**src/rtl/alu_pkg.sv**
```systemverilog
// Opcode map, flag positions and opcode-class helpers shared by the
// issue/writeback block and its status register.
package alu_pkg;

    localparam logic [5:0] OP_ADD   = 6'b000000;
    localparam logic [5:0] OP_ADC   = 6'b000001;
    localparam logic [5:0] OP_SUB   = 6'b000010;
    localparam logic [5:0] OP_SBC   = 6'b000011;
    localparam logic [5:0] OP_INC   = 6'b000100;
    localparam logic [5:0] OP_DEC   = 6'b000101;
    localparam logic [5:0] OP_NEG   = 6'b000110;
    localparam logic [5:0] OP_AND   = 6'b001000;
    localparam logic [5:0] OP_OR    = 6'b001001;
    localparam logic [5:0] OP_XOR   = 6'b001010;
    localparam logic [5:0] OP_NOT   = 6'b001011;
    localparam logic [5:0] OP_SHL   = 6'b001100;
    localparam logic [5:0] OP_SHR   = 6'b001101;
    localparam logic [5:0] OP_SAR   = 6'b001110;
    localparam logic [5:0] OP_ROL   = 6'b001111;
    localparam logic [5:0] OP_ROR   = 6'b010000;
    localparam logic [5:0] OP_CMP   = 6'b010001;
    localparam logic [5:0] OP_SLT   = 6'b010010;
    localparam logic [5:0] OP_SLTU  = 6'b010011;
    localparam logic [5:0] OP_PASSA = 6'b010100;
    localparam logic [5:0] OP_PASSB = 6'b010101;
    localparam logic [5:0] OP_NOP   = 6'b111111;

    localparam int FLAG_Z = 3;
    localparam int FLAG_S = 2;
    localparam int FLAG_C = 1;
    localparam int FLAG_V = 0;

    typedef struct packed {
        logic [31:0] result;
        logic [3:0]  flags;
        logic        illegal;
    } wb_data_t;

    function automatic logic writes_cv(input logic [5:0] op);
        return (op <= OP_NEG) || (op == OP_CMP);
    endfunction

    function automatic logic writes_zs(input logic [5:0] op);
        return writes_cv(op) || ((op >= OP_AND) && (op <= OP_PASSB));
    endfunction

    function automatic logic is_legal(input logic [5:0] op);
        return writes_zs(op) || (op == OP_NOP);
    endfunction

endpackage

```
**src/rtl/alu_issue_wb_if.sv**
```systemverilog
// Op request, result, status and ALU-facing signals of alu_issue_wb.
// slave = the pipeline block, master = caller plus the external ALU.
interface alu_issue_wb_if #(parameter int TAG_W = 4);
    logic             in_valid;
    logic             in_ready;
    logic [31:0]      in_a;
    logic [31:0]      in_b;
    logic [5:0]       in_opcode;
    logic [TAG_W-1:0] in_tag;
    logic             flag_clr;
    logic [31:0]      alu_a;
    logic [31:0]      alu_b;
    logic [5:0]       alu_opcode;
    logic             alu_carry_in;
    logic [31:0]      alu_result;
    logic             alu_zero;
    logic             alu_sign;
    logic             alu_carry;
    logic             alu_ovf;
    logic             out_valid;
    logic             out_ready;
    logic [31:0]      out_result;
    logic [3:0]       out_flags;
    logic [TAG_W-1:0] out_tag;
    logic             out_illegal;
    logic [3:0]       status;

    modport slave (
        input  in_valid, in_a, in_b, in_opcode, in_tag, flag_clr, out_ready,
               alu_result, alu_zero, alu_sign, alu_carry, alu_ovf,
        output in_ready, out_valid, out_result, out_flags, out_tag, out_illegal,
               status, alu_a, alu_b, alu_opcode, alu_carry_in
    );

    modport master (
        output in_valid, in_a, in_b, in_opcode, in_tag, flag_clr, out_ready,
               alu_result, alu_zero, alu_sign, alu_carry, alu_ovf,
        input  in_ready, out_valid, out_result, out_flags, out_tag, out_illegal,
               status, alu_a, alu_b, alu_opcode, alu_carry_in
    );
endinterface

```
**src/rtl/alu_status_reg.sv**
```systemverilog
// Architectural {Z,S,C,V} register: per-opcode-class write masks, clear wins.
module alu_status_reg
    import alu_pkg::*;
(
    input  logic       clk,
    input  logic       rst,
    input  logic       upd_i,
    input  logic [5:0] op_i,
    input  logic [3:0] flags_i,
    input  logic       clr_i,
    output logic [3:0] status_o
);
    logic [3:0] status_q, status_d;

    always_comb begin
        status_d = status_q;
        if (upd_i && writes_zs(op_i)) begin
            status_d[FLAG_Z] = flags_i[FLAG_Z];
            status_d[FLAG_S] = flags_i[FLAG_S];
        end
        if (upd_i && writes_cv(op_i)) begin
            status_d[FLAG_C] = flags_i[FLAG_C];
            status_d[FLAG_V] = flags_i[FLAG_V];
        end
        if (clr_i) status_d = '0;
    end

    always_ff @(posedge clk or posedge rst) begin
        if (rst) status_q <= '0;
        else     status_q <= status_d;
    end

    assign status_o = status_q;
endmodule

```
**src/rtl/alu_issue_wb.sv**
```systemverilog
// Two-stage issue/writeback wrapper around an external combinational ALU;
// status C feeds CarryIn so carry chains issue back-to-back.
module alu_issue_wb
    import alu_pkg::*;
#(
    parameter int TAG_W = 4
) (
    input  logic          clk,
    input  logic          rst,
    alu_issue_wb_if.slave bus_io
);
    logic             iss_valid_q, iss_valid_d;
    logic [31:0]      iss_a_q, iss_a_d, iss_b_q, iss_b_d;
    logic [5:0]       iss_op_q, iss_op_d;
    logic [TAG_W-1:0] iss_tag_q, iss_tag_d;
    logic             out_valid_q, out_valid_d;
    wb_data_t         wb_q, wb_d;
    logic [TAG_W-1:0] wb_tag_q, wb_tag_d;
    logic             iss_fire, in_ready, accept, iss_illegal;
    logic [3:0]       alu_flags, status;

    assign alu_flags   = {bus_io.alu_zero, bus_io.alu_sign, bus_io.alu_carry, bus_io.alu_ovf};
    assign iss_illegal = !is_legal(iss_op_q);
    assign iss_fire    = iss_valid_q && (!out_valid_q || bus_io.out_ready);
    assign in_ready    = !iss_valid_q || iss_fire;
    assign accept      = bus_io.in_valid && in_ready;

    always_comb begin
        iss_valid_d = iss_valid_q;
        iss_a_d     = iss_a_q;
        iss_b_d     = iss_b_q;
        iss_op_d    = iss_op_q;
        iss_tag_d   = iss_tag_q;
        if (accept) begin
            iss_valid_d = 1'b1;
            iss_a_d     = bus_io.in_a;
            iss_b_d     = bus_io.in_b;
            iss_op_d    = bus_io.in_opcode;
            iss_tag_d   = bus_io.in_tag;
        end else if (iss_fire) begin
            iss_valid_d = 1'b0;
        end
    end

    always_comb begin
        out_valid_d = out_valid_q;
        wb_d        = wb_q;
        wb_tag_d    = wb_tag_q;
        if (iss_fire) begin
            out_valid_d = 1'b1;
            wb_d.result = iss_illegal ? 32'd0 : bus_io.alu_result;
            wb_d.flags  = alu_flags;
            wb_d.illegal = iss_illegal;
            wb_tag_d    = iss_tag_q;
        end else if (bus_io.out_ready) begin
            out_valid_d = 1'b0;
        end
    end

    always_ff @(posedge clk or posedge rst) begin
        if (rst) begin
            iss_valid_q <= 1'b0;
            iss_a_q     <= '0;
            iss_b_q     <= '0;
            iss_op_q    <= OP_NOP;
            iss_tag_q   <= '0;
            out_valid_q <= 1'b0;
            wb_q        <= '0;
            wb_tag_q    <= '0;
        end else begin
            iss_valid_q <= iss_valid_d;
            iss_a_q     <= iss_a_d;
            iss_b_q     <= iss_b_d;
            iss_op_q    <= iss_op_d;
            iss_tag_q   <= iss_tag_d;
            out_valid_q <= out_valid_d;
            wb_q        <= wb_d;
            wb_tag_q    <= wb_tag_d;
        end
    end

    // Illegal ops fire through writeback but must leave status untouched;
    // the class helpers already exclude them from both write masks.
    alu_status_reg u_status (
        .clk     (clk),
        .rst     (rst),
        .upd_i   (iss_fire),
        .op_i    (iss_op_q),
        .flags_i (alu_flags),
        .clr_i   (bus_io.flag_clr),
        .status_o(status)
    );

    assign bus_io.in_ready     = in_ready;
    assign bus_io.alu_a        = iss_a_q;
    assign bus_io.alu_b        = iss_b_q;
    assign bus_io.alu_opcode   = iss_valid_q ? iss_op_q : OP_NOP;
    assign bus_io.alu_carry_in = status[FLAG_C];
    assign bus_io.out_valid    = out_valid_q;
    assign bus_io.out_result   = wb_q.result;
    assign bus_io.out_flags    = wb_q.flags;
    assign bus_io.out_illegal  = wb_q.illegal;
    assign bus_io.out_tag      = wb_tag_q;
    assign bus_io.status       = status;
endmodule
```
**src/flat_wrapper.sv**
```systemverilog
// flat-port wrapper written by rule: the top's interface ports become plain ports
module alu_issue_wb_flat import alu_pkg::*;
#(
    parameter int TAG_W = 4
)
  (clk, rst, bus_io_in_valid, bus_io_in_a, bus_io_in_b, bus_io_in_opcode, bus_io_in_tag, bus_io_flag_clr, bus_io_out_ready, bus_io_alu_result, bus_io_alu_zero, bus_io_alu_sign, bus_io_alu_carry, bus_io_alu_ovf, bus_io_in_ready, bus_io_out_valid, bus_io_out_result, bus_io_out_flags, bus_io_out_tag, bus_io_out_illegal, bus_io_status, bus_io_alu_a, bus_io_alu_b, bus_io_alu_opcode, bus_io_alu_carry_in);
  alu_issue_wb_if #(.TAG_W(TAG_W)) bus_io_i ();
  input  logic clk;
  input  logic rst;
  input wire logic [$bits(bus_io_i.in_valid)-1:0] bus_io_in_valid;
  input wire logic [$bits(bus_io_i.in_a)-1:0] bus_io_in_a;
  input wire logic [$bits(bus_io_i.in_b)-1:0] bus_io_in_b;
  input wire logic [$bits(bus_io_i.in_opcode)-1:0] bus_io_in_opcode;
  input wire logic [$bits(bus_io_i.in_tag)-1:0] bus_io_in_tag;
  input wire logic [$bits(bus_io_i.flag_clr)-1:0] bus_io_flag_clr;
  input wire logic [$bits(bus_io_i.out_ready)-1:0] bus_io_out_ready;
  input wire logic [$bits(bus_io_i.alu_result)-1:0] bus_io_alu_result;
  input wire logic [$bits(bus_io_i.alu_zero)-1:0] bus_io_alu_zero;
  input wire logic [$bits(bus_io_i.alu_sign)-1:0] bus_io_alu_sign;
  input wire logic [$bits(bus_io_i.alu_carry)-1:0] bus_io_alu_carry;
  input wire logic [$bits(bus_io_i.alu_ovf)-1:0] bus_io_alu_ovf;
  output wire logic [$bits(bus_io_i.in_ready)-1:0] bus_io_in_ready;
  output wire logic [$bits(bus_io_i.out_valid)-1:0] bus_io_out_valid;
  output wire logic [$bits(bus_io_i.out_result)-1:0] bus_io_out_result;
  output wire logic [$bits(bus_io_i.out_flags)-1:0] bus_io_out_flags;
  output wire logic [$bits(bus_io_i.out_tag)-1:0] bus_io_out_tag;
  output wire logic [$bits(bus_io_i.out_illegal)-1:0] bus_io_out_illegal;
  output wire logic [$bits(bus_io_i.status)-1:0] bus_io_status;
  output wire logic [$bits(bus_io_i.alu_a)-1:0] bus_io_alu_a;
  output wire logic [$bits(bus_io_i.alu_b)-1:0] bus_io_alu_b;
  output wire logic [$bits(bus_io_i.alu_opcode)-1:0] bus_io_alu_opcode;
  output wire logic [$bits(bus_io_i.alu_carry_in)-1:0] bus_io_alu_carry_in;
  assign bus_io_i.in_valid = bus_io_in_valid;
  assign bus_io_i.in_a = bus_io_in_a;
  assign bus_io_i.in_b = bus_io_in_b;
  assign bus_io_i.in_opcode = bus_io_in_opcode;
  assign bus_io_i.in_tag = bus_io_in_tag;
  assign bus_io_i.flag_clr = bus_io_flag_clr;
  assign bus_io_i.out_ready = bus_io_out_ready;
  assign bus_io_i.alu_result = bus_io_alu_result;
  assign bus_io_i.alu_zero = bus_io_alu_zero;
  assign bus_io_i.alu_sign = bus_io_alu_sign;
  assign bus_io_i.alu_carry = bus_io_alu_carry;
  assign bus_io_i.alu_ovf = bus_io_alu_ovf;
  assign bus_io_in_ready = bus_io_i.in_ready;
  assign bus_io_out_valid = bus_io_i.out_valid;
  assign bus_io_out_result = bus_io_i.out_result;
  assign bus_io_out_flags = bus_io_i.out_flags;
  assign bus_io_out_tag = bus_io_i.out_tag;
  assign bus_io_out_illegal = bus_io_i.out_illegal;
  assign bus_io_status = bus_io_i.status;
  assign bus_io_alu_a = bus_io_i.alu_a;
  assign bus_io_alu_b = bus_io_i.alu_b;
  assign bus_io_alu_opcode = bus_io_i.alu_opcode;
  assign bus_io_alu_carry_in = bus_io_i.alu_carry_in;
  alu_issue_wb #(.TAG_W(TAG_W)) u_core (.clk(clk), .rst(rst), .bus_io(bus_io_i));
endmodule
```
**config.mk**
```make
export PLATFORM = sky130hd
export DESIGN_NAME = alu_issue_wb_flat
export DESIGN_NICKNAME = d
export VERILOG_FILES = /design/src/rtl/alu_pkg.sv /design/src/rtl/alu_issue_wb_if.sv /design/src/rtl/alu_status_reg.sv /design/src/rtl/alu_issue_wb.sv /design/src/flat_wrapper.sv
export SDC_FILE = /design/constraint.sdc
export NUM_CORES = 1
export LEC_CHECK = 0
export ABC_AREA = 0
export CELL_PAD_IN_SITES_DETAIL_PLACEMENT = 1
export CELL_PAD_IN_SITES_GLOBAL_PLACEMENT = 1
export CORE_ASPECT_RATIO = 0.7
export CORE_MARGIN = 2
export CORE_UTILIZATION = 30
export DETAILED_ROUTE_END_ITERATION = 16
export PLACE_DENSITY = 0.74
export SYNTH_ARGS = -nofsm -noshare
export SYNTH_HDL_FRONTEND = slang
export SYNTH_HIERARCHICAL = 1
export SYNTH_SLANG_ARGS = --single-unit
```
**constraint.sdc**
```tcl
create_clock -name clk -period 3.15 [get_ports clk]
set_input_delay 0.315 -clock clk [delete_from_list [all_inputs] [get_ports clk]]
set_output_delay 0.315 -clock clk [all_outputs]
set_load 0.1 [all_outputs]
```
==> results of run 1 <==
==> final cells by class <==
cell class	instances	area, um^2	share of cell area
repair buffers	243	2405	0.2712
multi-input cells	278	2525	0.2847
well taps	264	330.3	0.03725
clock buffers	18	439.2	0.04952
flip-flops and latches	121	3037	0.3424
clock inverters	14	113.9	0.01284
inverters	4	18.77	0.002116
==> flip-flops by register name, indices dropped and copies added (netlist names) <==
signal / cells
u_core/bus_io.alu_a: 32
u_core/bus_io.alu_b: 32
u_core/bus_io.out_flags: 4
u_core/bus_io.out_illegal: 1
u_core/bus_io.out_result: 32
u_core/bus_io.out_tag: 4
u_core/bus_io.out_valid: 1
u_core/iss_op_q: 6
u_core/iss_tag_q: 4
u_core/iss_valid_q: 1
u_core/u_status/status_o: 4
==> placed cells by master (no fill, tap or decap), types with 2 or more instances in the layout <==
cell / netlist / routed
clkbuf_16: 0 / 17
nand2b_1: 9 / 8
clkinv_4: 0 / 4
o21ai_0: 32 / 32
clkinvlp_4: 0 / 4
nor2_1: 3 / 2
mux2_1: 7 / 7
o2111ai_1: 32 / 32
buf_12: 6 / 2
inv_1: 3 / 2
clkinv_2: 0 / 2
mux2i_1: 2 / 2
buf_4: 1 / 19
mux2_4: 62 / 62
clkdlybuf4s50_1: 0 / 222
mux2_2: 15 / 15
dfstp_2: 6 / 6
dfrtp_1: 115 / 114
o211ai_1: 32 / 32
nor2b_1: 34 / 34
inv_6: 0 / 4
nand3_1: 32 / 32
==> through the flow <==
stage	util	std cells	hold slack [ps]	setup slack, ps
2_1_floorplan	-	446	81.08	568.1
3_3_place_gp	0.4371	910	472.6	819.7
3_5_place_dp	0.4371	910	476.7	779.3
4_1_cts	0.4662	942	158.9	843.9
5_1_grt	0.4662	942	182.3	815.5
6_report	0.4662	942	180.1	875.9
==> where the power goes <==
part           leakage, nW  switching, mW  internal (mW)  total [mW]
sequential            1.46          0.190           1.83        2.02
clock                0.266          0.782           1.04        1.82
combinational         1.91           2.42          0.876        3.29
==> cells in the mapped netlist (all sizes together), types with 2 or more instances <==
library cell,n,area [um^2]
o2111ai,32,280.3
o21ai,32,160.2
mux2,84,1179
clkbuf,24,90.09
nor2b,34,212.7
o211ai,32,240.2
nor3b,2,20.02
a2111oi,2,36.29
nand2b,9,56.30
mux2i,2,20.02
buf,19,200.2
nand2,2,10.01
dfstp,6,157.7
nand3,32,160.2
dfrtp,115,2878
nor2,4,22.52
inv,4,15.01
==> cell families after synthesis <==
kind of cell           Yosys count
AO/OA/AOI/OAI                  103
buffers and inverters           47
multiplexers                    86
AND/OR/NAND/NOR                 89
flip-flops                     121
==> worst max path at each step <==
stage                                            start                                      end  slack [ps]  depth (start not counted)
2_1_floorplan      u_core/bus_io.out_valid$_DFFE_PP0P_  u_core/u_status/status_o[2]$_DFFE_PP0P_         570                          6
6_report       u_core/bus_io.out_result[6]$_DFFE_PP0P_                     bus_io_out_result[6]         880                          1
5_1_grt        u_core/u_status/status_o[0]$_DFFE_PP0P_                         bus_io_status[0]         820                          1
3_5_place_dp                          bus_io_out_ready  u_core/u_status/status_o[2]$_DFFE_PP0P_         780                          7
3_3_place_gp                          bus_io_out_ready  u_core/u_status/status_o[3]$_DFFE_PP0P_         820                          7
4_1_cts            u_core/bus_io.alu_b[29]$_DFFE_PP0P_                         bus_io_alu_b[29]         840                          1
==> routing by layer <==
| layer | GRT usage | vias to the layer above | wire length, um |
|---|---|---|---|
| met3 | 0.05316 | 22 | 1241 |
| li1 | - | 2090 | - |
| met2 | 0.2933 | 162 | 8861 |
| met5 | 0 | - | 0 |
| met1 | 0.2248 | 2344 | 7988 |
| met4 | 0.05773 | 0 | 262 |
==> metrics.md, run 1 <==
| Metric | Value |
|---|---|
| Period Utilization, post-route | 0.7219 |
| VDD IR-drop max | 0.0004886 V |
| Die Y | around 120 um |
| DR iter-0 viols | 243 |
| Final Hold Vio Count | 0 |
| Post_cts resized | 0 |
| Drt total wl | 18.35 mm |
| Post-synthesis compound-gate area fraction | 0.1316 |
| Post-DR wirelength/cell | just under 20 um |
| Max Slew Vio Count | 0 |
| Worst Path Required | roughly 2800 ps |
| First drt pass iteration count | 4 |
| Critical Path Max Stage Delay | between 1000 and 1500 ps |
| Library cells used by synthesis | 38 |
| CTS root buffer | clkbuf_16 |
| Synth async-reset ratio | 1.000 |
| Max Clock Skew | 13.94 ps |
| Status | completed |
| RR Startpoint | u_core/iss_valid_q$_DFFE_PP0P_ |
| CP top delay family | buffers and inverters |
| Syn. warnings | 6 |
| PD cells | between 800 and 900 mW/mm^2 |
| Simple-gate portion of the synthesized area | 0.09316 |
| Synth Area in Adders | 0 |
| Antenna violations before repair | 0 |
| RSZ-0062 raised after global routing | no |
| First-pass GRT wire length | 28.30 mm |
| Setup violators final | 0 |
| Grt ovf | 0 |
| Hold WC Path Type | input pin to async pin |
| Critical R2R Capture | u_core/u_status/status_o[2]$_DFFE_PP0P_ |
| Post-synth EDFFs | 0 |
| Gpl congestion | 0.7714 |
| Routed Antenna Nets | 0 |
| Main synth FF type | dfrtp_1 |
| Hold-fix buffers, CTS | 0 |
| Fill count | roughly 2.0k |
| Critical Path End Type | output pin |
| Critical path, cell by cell | clkdlybuf4s50_1 |
| FMAX | between 400 and 500 MHz |
| R2r setup slk | 990 ps |
| CTS Sinks | between 100 and 150 |
| I/O Pins | 233 |
| Final instance area | roughly 0.0089 mm^2 |
| Max-cap violations | 0 |
| Antenna diode count | 0 |
| WP buf/inv | 1 |
| FF+latch count, synth | between 100 and 150 |
| Post-Synthesis Cells | 446 |
| GR Util All Layers | 0.1782 |
| Core ar. | roughly 0.019 mm^2 |
| Crit-path max FO | 2 |
| Netlist Area Pre-Place | 0.005856 mm^2 |
| Min Tclk post-route | 2274 ps |
| Mean Syn Cell Area | 13.13 um^2 |
| Max Buffers Root-to-Sink | 2 |
| Clk Latency, worst-skew pair | ~420 ps |
| Slew headroom | 0.3046 |
| WS Path Type | flip-flop to output pin |
| Mux cell area share after synthesis | 0.2047 |
| Largest net degree at the start of global routing | 74 |
| Detailed-route via count | roughly 4.6k |
| DIE AREA | 0.02067 mm^2 |
| Vias in the first global route | 4998 |
| Starting density of the core | 0.3078 |
| Area Overhead vs Synth | 51.45% |
| Sequential area share after synthesis | 0.5184 |
| HPWL after DPL | 12.56 mm |
| Syn_nets | 561 |
| Slowest cell on crit path | clkdlybuf4s50_1 |
| DRC Markers | 0 |
| Nets | about 800 |
| Num CTS Buffers | 17 |
| Xor-xnor portion of the synthesized cell area | 0 |
| WP data arrival | between 1500 and 2000 ps |
| Drt via density | 4.902 |
| Startpoint types | flip-flop |
| Layout cell share with drive strength beyond 1 | 0.2227 |
| CTS tree | done |
| H-tree Lvls | 4 |
| Placed cell area | 0.008315 mm^2 |
| Clock transition at path regs | 60 ps |
| LEAKAGE | 3.627 nW |
| Setup_tns | 0 ps |
| Cell Rows | 42 |
| Tot Pwr | 7.135 mW |
| R2R cell count | 6 |
| Post-CTS Setup Repair Bufs | 0 |
| Largest family of logic cells by synthesized area | multiplexers |
| Die Wd | about 170 um |
| Least-Margin Pin Slew | between 1000 and 1500 ps |
| IO buf count | 232 |
Power figures use the tool's default switching activity.
==> run 2, diff against run 1 <==
==> constraint.sdc (replaced) <==
create_clock -name clk -period 1.9 [get_ports clk]
set_input_delay 0.19 -clock clk [delete_from_list [all_inputs] [get_ports clk]]
set_output_delay 0.19 -clock clk [all_outputs]
set_load 0.1 [all_outputs]
==> metrics.md, run 2 (synthesis gave the netlist of run 1 again) <==
| Metric | Value |
|---|---|
| DRC Markers | 0 |
| Period Utilization, post-route | 0.9819 |
| Antenna violations before repair | 1 |
| Vias in the first global route | about 5.1k |
| Least-Margin Pin Slew | 369.3 ps |
| WS Path Type | flip-flop to flip-flop |
| Detailed-route via count | 4704 |
| RR Startpoint | u_core/iss_op_q[0]$_DFFE_PP1P_ |
| Die Wd | around 170 um |
| Slowest cell on crit path | dfstp_2 |
| Commonest non-fill, non-tap cell in the layout | buf_4 |
| Starting density of the core | 0.3078 |
| # placed instances | 924 |
| Max Slew Vio Count | 0 |
| Final instance area | 0.009066 mm^2 |
| Post-route insts no fill | 957 |
| Critical Path Max Stage Delay | about 530 ps |
| Setup_tns | 0 ps |
| R2R cell count | 4 |
| Commonest cells after routing, fill and taps aside | 123 x buf_4, 114 x clkdlybuf4s50_1, 113 x dfrtp_1 |
| Layout cell share with drive strength beyond 1 | 0.4017 |
| Routed Antenna Nets | 0 |
| Drt via density | 4.915 |
| Status | completed |
| Pre-CTS WS | -346.8 ps |
| Post-DR wirelength/cell | 19.69 um |
| IO buf count | 232 |
| PD cells | between 1000 and 1500 mW/mm^2 |
| RSZ-0062 raised after global routing | yes |
| Max-cap violations | 0 |
| CTS Sinks | 121 |
| Die Y | 120.9 um |
| Cell Rows | 42 |
| LEAKAGE | between 4 and 5 nW |
| Setup violators final | 0 |
| Worst setup margin | 34.46 ps |
| CTS root buffer | clkbuf_16 |
| Hold WC Path Type | input pin to async pin |
| Critical Path End Type | flip-flop |
| First-pass GRT wire length | 29.43 mm |
| DIE AREA | slightly above 0.02 mm^2 |
| Min Tclk post-route | 1866 ps |
| Final Hold Vio Count | 0 |
| WP buf/inv | 0 |
| DR iter-0 viols | 266 |
| I/O Pins | approximately 230 |
| GR Util All Layers | 0.1848 |
| WP data arrival | 2170 ps |
| Post-CTS Setup Repair Bufs | 0 |
| Worst Path Required | 2200 ps |
| Critical R2R Capture | u_core/u_status/status_o[3]$_DFFE_PP0P_ |
| FMAX | 536.0 MHz |
| HPWL after DPL | 13.31 mm |
| Nets | 794 |
| Core ar. | 0.01902 mm^2 |
| Area Overhead vs Synth | 54.83% |
| Slew headroom | 0.7538 |
| Max Clock Skew | roughly 6.1 ps |
| Startpoint types | flip-flop |
| Num CTS Buffers | 17 |
| First drt pass iteration count | 4 |
| Largest net degree at the start of global routing | 66 |
| Grt ovf | 0 |
| VDD IR-drop max | around 0.00069 V |
| Max Buffers Root-to-Sink | 2 |
| Placed cell area | 0.008391 mm^2 |
| Hold-fix buffers, CTS | 0 |
| CP top delay family | simple AND/OR/NAND/NOR gates |
| R2r setup slk | around 34 ps |
| Gpl congestion | 0.7893 |
| Clock transition at path regs | 60 ps |
| Crit-path max FO | 3 |
| Drt total wl | around 19 mm |
| H-tree Lvls | 4 |
| Critical path, cell by cell | or3b_1 > a2111oi_4 > or4_4 > mux2_4 |
| CTS tree | done |
| Clk Latency, worst-skew pair | 410 ps |
## run 2: cell types whose count changed in the layout (fill, tap and decap cells not counted), sizes merged
| cell | before | now |
|---|---|---|
| clkinv | 6 | 5 |
| clkbuf | 18 | 17 |
| bufinv | 0 | 4 |
| buf | 21 | 143 |
| clkdlybuf4s50 | 222 | 114 |
| clkinvlp | 4 | 2 |
| diode | 0 | 1 |
## run 2: repair_timing
action | 4_1_cts | 5_1_grt
gates cloned | 0 | 0
setup endpoints to repair | 3 | 3
gates resized for setup | 6 | 4
pin swaps | 3 | 1
## run 2: how the worst max path moves through the flow
stage / from / end / slack (ps) / cells after the start
detailed placement: bus_io_out_ready / u_core/u_status/status_o[3]$_DFFE_PP0P_ / -350 / 7
global placement: bus_io_out_ready / u_core/u_status/status_o[3]$_DFFE_PP0P_ / -290 / 7
CTS: u_core/bus_io.out_valid$_DFFE_PP0P_ / u_core/u_status/status_o[3]$_DFFE_PP0P_ / 6 / 7
floorplan: u_core/bus_io.out_valid$_DFFE_PP0P_ / u_core/u_status/status_o[2]$_DFFE_PP0P_ / -350 / 6
global route: u_core/bus_io.out_valid$_DFFE_PP0P_ / u_core/u_status/status_o[2]$_DFFE_PP0P_ / -20 / 7
finish: u_core/iss_op_q[0]$_DFFE_PP1P_ / u_core/u_status/status_o[3]$_DFFE_PP0P_ / 30 / 4
## run 2: through the flow
| step | util | hold WS [ps] | power (mW) |
|---|---|---|---|
| after global placement | 0.4411 | 472.2 | 8.822 |
| after CTS | 0.4758 | 43.83 | 12.54 |
| after global routing | 0.4766 | 72.91 | 12.85 |
| final | 0.4766 | 62.18 | 12.42 |
| after detailed placement | 0.4411 | 487.6 | 8.936 |
| after floorplan | - | -43.92 | 7.473 |
## run 2: per-layer routing
| metal | vias up | global-route usage | wire length, um |
|---|---|---|---|
| li1 | 2124 | - | - |
| met1 | 2380 | 0.2383 | 8166 |
| met2 | 176 | 0.2939 | 9113 |
| met3 | 24 | 0.05936 | 1220 |
| met4 | 0 | 0.06144 | 342 |
| met5 | - | 0 | 0 |
## run 2: cell type report
| type | count | area [um^2] |
|---|---|---|
| well taps | 264 | 330.3 |
| repair buffers | 257 | 2442 |
| diodes | 1 | 2.502 |
| clock inverters | 15 | 214.0 |
| flip-flops and latches | 121 | 3038 |
| clock buffers | 17 | 425.4 |
| multi-input cells | 278 | 2595 |
| fillers | 1988 | 9957 |
| inverters | 4 | 18.77 |
## run 2: report_power, final
group          switching (mW)  total [mW]  internal (mW)
Combinational            4.09        5.57           1.48
Clock                    1.30        3.53           2.23
Sequential              0.296        3.33           3.03
## run 2: worst register-to-register path, cell delays in order (launching register included)
cell,delay [ps]
dfstp_2,530
or3b_1,390
a2111oi_4,340
or4_4,210
mux2_4,300
